**config.mk**
```make
export PLATFORM = sky130hd
export DESIGN_NAME = fifo_wr_arbiter_flat
export DESIGN_NICKNAME = d
export VERILOG_FILES = /design/src/rtl/fifo_wr_arbiter_if.sv /design/src/rtl/fifo_wr_arbiter.sv /design/src/flat_wrapper.sv
export SDC_FILE = /design/constraint.sdc
export NUM_CORES = 1
export LEC_CHECK = 0
export BUFFER_PORTS_ARGS = -buffer_cell sky130_fd_sc_hd__buf_2
export CORE_MARGIN = 5
export CORE_UTILIZATION = 47
export CTS_BUF_LIST = sky130_fd_sc_hd__clkbuf_4
export DETAILED_ROUTE_END_ITERATION = 6
export GPL_ROUTABILITY_DRIVEN = 0
export GPL_TIMING_DRIVEN = 1
export PLACE_DENSITY = 0.89
export SYNTH_ARGS = -nofsm -noshare
export SYNTH_HDL_FRONTEND = slang
export SYNTH_SLANG_ARGS = --single-unit
```
**constraint.sdc**
```tcl
create_clock -name clk -period 5.35 [get_ports clk]
set_input_delay 1.07 -clock clk [delete_from_list [all_inputs] [get_ports clk]]
set_output_delay 1.07 -clock clk [all_outputs]
set_load 0.01 [all_outputs]
```
**src/rtl/fifo_wr_arbiter_if.sv**
```systemverilog
// fifo_wr_arbiter_if: requester and FIFO-write bundle shared by the arbiter and its users
interface fifo_wr_arbiter_if #(
  parameter int NUM_REQ    = 4,
  parameter int DATA_WIDTH = 16
);
  localparam int IW = $clog2(NUM_REQ);
  logic [NUM_REQ-1:0]            req_valid;
  logic [NUM_REQ*DATA_WIDTH-1:0] req_data;
  logic [NUM_REQ-1:0]            req_ready;
  logic                          fifo_full;
  logic                          wr_en;
  logic [DATA_WIDTH-1:0]         data_in;
  logic [IW-1:0]                 grant_id;
  logic                          busy;
  logic [15:0]                   wr_count;
  modport master (
    output req_valid, req_data, fifo_full,
    input  req_ready, wr_en, data_in, grant_id, busy, wr_count
  );
  modport slave (
    input  req_valid, req_data, fifo_full,
    output req_ready, wr_en, data_in, grant_id, busy, wr_count
  );
endinterface

```
**src/rtl/fifo_wr_arbiter.sv**
```systemverilog
// fifo_wr_arbiter: round-robin burst arbiter merging NUM_REQ write requesters into one FIFO write port
module fifo_wr_arbiter #(
  parameter int NUM_REQ    = 4,
  parameter int DATA_WIDTH = 16,
  parameter int MAX_BURST  = 4
) (
  input logic              clk,
  input logic              rst_n,
  fifo_wr_arbiter_if.slave bus
);
  localparam int IW = $clog2(NUM_REQ);
  localparam int CW = $clog2(MAX_BURST + 1);
  typedef enum logic {IDLE, BURST} state_t;
  state_t          state, state_n;
  logic [IW-1:0]   rr_ptr, ptr_n, grant, grant_n, pick, idx;
  logic [CW-1:0]   beat_cnt, cnt_n;
  logic [15:0]     wr_count;
  logic            open, beat;
  // lowest circular offset from rr_ptr wins, so scan offsets from high to low
  always_comb begin
    pick = rr_ptr;
    idx  = '0;
    for (int k = NUM_REQ - 1; k >= 0; k--) begin
      idx = rr_ptr + IW'(k);
      if (bus.req_valid[idx]) pick = idx;
    end
  end
  assign open          = rst_n && state == BURST && !bus.fifo_full;
  assign beat          = open && bus.req_valid[grant];
  assign bus.req_ready = open ? NUM_REQ'(1) << grant : '0;
  assign bus.wr_en     = beat;
  assign bus.data_in   = bus.req_data[grant*DATA_WIDTH +: DATA_WIDTH];
  assign bus.grant_id  = grant;
  assign bus.busy      = state == BURST;
  assign bus.wr_count  = wr_count;
  always_comb begin
    state_n = state;
    grant_n = grant;
    ptr_n   = rr_ptr;
    cnt_n   = beat_cnt;
    if (state == IDLE) begin
      if (|bus.req_valid) begin
        state_n = BURST;
        grant_n = pick;
        cnt_n   = '0;
      end
    end else begin
      cnt_n = beat ? beat_cnt + CW'(1) : beat_cnt;
      if (!bus.req_valid[grant] || (beat && beat_cnt == CW'(MAX_BURST - 1))) begin
        state_n = IDLE;
        ptr_n   = grant + IW'(1);
      end
    end
  end
  always_ff @(posedge clk or negedge rst_n) begin
    if (!rst_n) begin
      state    <= IDLE;
      rr_ptr   <= '0;
      grant    <= '0;
      beat_cnt <= '0;
      wr_count <= '0;
    end else begin
      state    <= state_n;
      rr_ptr   <= ptr_n;
      grant    <= grant_n;
      beat_cnt <= cnt_n;
      wr_count <= (beat && wr_count != 16'hFFFF) ? wr_count + 16'd1 : wr_count;
    end
  end
endmodule
```
**src/flat_wrapper.sv**
```systemverilog
// flat-port wrapper written by rule: the top's interface ports become plain ports
module fifo_wr_arbiter_flat 
#(
  parameter int NUM_REQ    = 4,
  parameter int DATA_WIDTH = 16,
  parameter int MAX_BURST  = 4
)
  (clk, rst_n, bus_req_valid, bus_req_data, bus_fifo_full, bus_req_ready, bus_wr_en, bus_data_in, bus_grant_id, bus_busy, bus_wr_count);
  fifo_wr_arbiter_if #(.NUM_REQ(NUM_REQ), .DATA_WIDTH(DATA_WIDTH)) bus_i ();
  input logic clk;
  input logic rst_n;
  input wire logic [$bits(bus_i.req_valid)-1:0] bus_req_valid;
  input wire logic [$bits(bus_i.req_data)-1:0] bus_req_data;
  input wire logic [$bits(bus_i.fifo_full)-1:0] bus_fifo_full;
  output wire logic [$bits(bus_i.req_ready)-1:0] bus_req_ready;
  output wire logic [$bits(bus_i.wr_en)-1:0] bus_wr_en;
  output wire logic [$bits(bus_i.data_in)-1:0] bus_data_in;
  output wire logic [$bits(bus_i.grant_id)-1:0] bus_grant_id;
  output wire logic [$bits(bus_i.busy)-1:0] bus_busy;
  output wire logic [$bits(bus_i.wr_count)-1:0] bus_wr_count;
  assign bus_i.req_valid = bus_req_valid;
  assign bus_i.req_data = bus_req_data;
  assign bus_i.fifo_full = bus_fifo_full;
  assign bus_req_ready = bus_i.req_ready;
  assign bus_wr_en = bus_i.wr_en;
  assign bus_data_in = bus_i.data_in;
  assign bus_grant_id = bus_i.grant_id;
  assign bus_busy = bus_i.busy;
  assign bus_wr_count = bus_i.wr_count;
  fifo_wr_arbiter #(.NUM_REQ(NUM_REQ), .DATA_WIDTH(DATA_WIDTH), .MAX_BURST(MAX_BURST)) u_core (.clk(clk), .rst_n(rst_n), .bus(bus_i));
endmodule
```
==> flow_metrics.env <==
export IMPL_rr_worst_depth=5
export IMPL_io_buffers=110
export IMPL_critPathLaunchType="primary input"
export IMPL_synth_net_count=232
export IMPL_synth_warnings=0
export IMPL_crit_required_ps=4280
export IMPL_viasPerCell=5.329
export IMPL_io_pins=111
export IMPL_root_buffer="clkbuf_4"
export IMPL_synth_cell_types=37
export IMPL_syn_area_um2=1689
export IMPL_cts_hold_buf=0
export IMPL_coreArea_um2=3416
export IMPL_grt_pass1_wl_um=7714
export IMPL_top_layer_used="met4"
export IMPL_initial_core_util_pct=49.45
export IMPL_cts_tree="done"
export IMPL_maxCapViolations=0
export IMPL_post_cts_repair_setup_buffers=0
export IMPL_dpl_hpwl_um=3804
export IMPL_power_density_nw_per_um2=369.0
export IMPL_min_from="u_core.bus.wr_count[10]"
export IMPL_hold_violations=0
export IMPL_clk_pin_slew_worst_paths_ps=130
export IMPL_r2r_end="u_core.bus.wr_count[12]"
export IMPL_wl_met1_um=1888
export IMPL_slew_headroom_pct=26.30
export IMPL_grt_usage_pct=18.58
export IMPL_worstHoldPathCells=1
export IMPL_num_vias=1636
export IMPL_clkLatencyLatePin_ps=310
export IMPL_drt_total_wl_um=4482
export IMPL_r2r_start="u_core.bus.grant_id[0]"
export IMPL_rrSetupSlack_ps=3020
export IMPL_die_area_um2=4893
export IMPL_drc_errors=0
export IMPL_first_pass_iters=4
export IMPL_timing_fmax_mhz=297.7
export IMPL_wl_met3_um=341
export IMPL_area_growth_pct=36.89
export IMPL_setup_violations=0
export IMPL_die_width_um=69.95
export IMPL_worst_pin_slew_ps=1106
export IMPL_wl_per_cell_um=14.60
export IMPL_ant_nets=0
export IMPL_nets=340
export IMPL_synth_cells=154
export IMPL_finalMaxSlewViolations=0
export IMPL_ctsResizeCount=0
export IMPL_wl_met2_um=2231
export IMPL_seq_area_frac_synth_pct=35.56
export IMPL_grt_ovfl_total=0
export IMPL_clockBufferDepth=2
export IMPL_antenna_found_initial=0
export IMPL_drt_iter0_markers=74
export IMPL_die_h_um=69.95
export IMPL_rows=21
export IMPL_cts_max_level=1
export IMPL_avgSynthCellArea_um2=10.97
export IMPL_p_leak_uw=0.001196
export IMPL_period_share_pct=62.78
export IMPL_grt_max_degree=26
export IMPL_dp_slack_ps=1961
export IMPL_crit_path_end_kind="output port"
export IMPL_post_route_min_period_ps=3359
export IMPL_synth_area_leaders="dfrtp_1, mux4_2, ha_1"
export IMPL_min_to="u_core.bus.wr_count[10]"
export IMPL_layout_drive_gt1_share_pct=53.26
export IMPL_path_max_fanout=25
export IMPL_setup_tns_ps=0
export IMPL_synth_seq_cells=24
export IMPL_hold_class="flip-flop to flip-flop"
export IMPL_synth_top_area_share_pct=35.56
export IMPL_worst_slack_ps=1991
export IMPL_cts_buffers=3
export IMPL_synth_area_leader_cell="dfrtp_1"
export IMPL_clock_skew_ps=7.916
export IMPL_grt_pass1_vias=1554
export IMPL_peakVddDrop_v=0.0002275
export IMPL_antenna_cells=0
export IMPL_cts_sinks=24
export IMPL_rsz0062_at_grt="no"
export IMPL_crit_arrival_ps=2290
export IMPL_critical_path_class="primary input to output port"
export IMPL_fillCellCount=266
export IMPL_power_uw=853.2
export IMPL_outcome="finished, final reports clean"
-- synthesized netlist by cell type --
master,instances
a41oi_1,1
and3b_1,1
o22ai_1,1
a31oi_1,1
ha_1,7
nor3_1,2
inv_4,1
and2_1,4
xor2_1,3
nor3b_2,1
o221ai_1,1
mux2_2,2
buf_2,3
o21ai_2,1
a21oi_1,6
buf_6,1
o21ai_1,1
and3_1,3
nor2b_1,2
xnor2_1,8
nand2_4,1
or3_1,1
mux4_2,17
o21ai_0,6
nand4_1,4
o211ai_1,1
a221o_1,1
and4_1,1
or2_2,1
clkbuf_1,3
nor2_1,11
inv_1,6
nor4_1,1
o21a_4,1
dfrtp_1,24
nand2_1,17
nand3_1,8
-- cell type report --
class	instances	area (µm²)	area share [%]
multi-input combinational	116	1022	44.21
sequential	24	600.6	25.97
timing repair buffer	110	550.5	23.81
tap	46	57.56	2.489
clock inverter	1	30.03	1.299
inverter	7	28.78	1.245
clock buffer	3	22.52	0.9740
-- worst max-delay path, cell delays in order --
cell	delay [ps]
buf_2	420
and3b_1	390
nand2_4	140
inv_4	120
buf_2	140
-- power breakdown --
group / internal (µW) / switching, µW / total (µW) / leakage [µW]
registers: 215 / 91.1 / 306 / 0.000318
logic: 239 / 179 / 419 / 0.000851
clock network: 75.8 / 52.3 / 128 / 0.0000279
total: 530 / 323 / 853 / 0.00120
-- per-stage QoR --
stage | cells | util [%] | hold WS [ps] | area (µm²)
after floorplan | 154 | - | 464.9 | 1689
after global placement | 303 | 66.15 | 481.5 | 2260
after detailed placement | 303 | 66.15 | 493.5 | 2260
after CTS | 307 | 67.69 | 515.5 | 2312
after global routing | 307 | 67.69 | 538.8 | 2312
final | 307 | 67.69 | 506.1 | 2312
-- worst max-delay path by stage --
stage	from	end	slack [ps]	cells after the start
detailed placement	rst_n	bus_wr_en	1960	5
finish	rst_n	bus_wr_en	1990	5
floorplan	bus_req_valid[3]	bus_wr_en	2520	3
CTS	rst_n	bus_wr_en	1950	5
global route	u_core.bus.grant_id[0]	bus_wr_en	1780	4
global placement	rst_n	bus_wr_en	2010	5
-- metal layers --
| layer | track usage [%] | vias up |
|---|---|---|
| li1 | - | 784 |
| met1 | 26.08 | 775 |
| met2 | 31.06 | 75 |
| met3 | 3.013 | 2 |
| met4 | 2.553 | 0 |
| met5 | 0 | - |
-- cell families (layout without fill, tap and decap cells) --
group	Yosys count	count (layout)	share of synthesized area (%)
xor+xnor	11	11	5.704
buf+inv	14	121	3.926
flops	24	24	35.56
fa+ha+maj	7	7	5.185
mux	19	19	24.00
compound gates	21	21	8.075
simple gates	58	58	17.56
-- layout by cell type, fill, tap and decap left out, types with 2 or more instances in the layout --
master	instances
buf_2	110
dfrtp_1	24
mux4_2	17
nand2_1	17
nor2_1	11
nand3_1	8
xnor2_1	8
ha_1	7
inv_1	6
a21oi_1	6
o21ai_0	6
and2_1	4
nand4_1	4
and3_1	3
xor2_1	3
clkbuf_4	3
nor3_1	2
nor2b_1	2
mux2_2	2
-- state kept, by name, summed over array words and instances (netlist names) --
| name | flops |
|---|---|
| u_core.bus.wr_count | 16 |
| u_core.beat_cnt | 3 |
| u_core.bus.grant_id | 2 |
| u_core.rr_ptr | 2 |
| u_core.bus.busy | 1 |
Note: power is estimated with default switching activity, not from simulation.
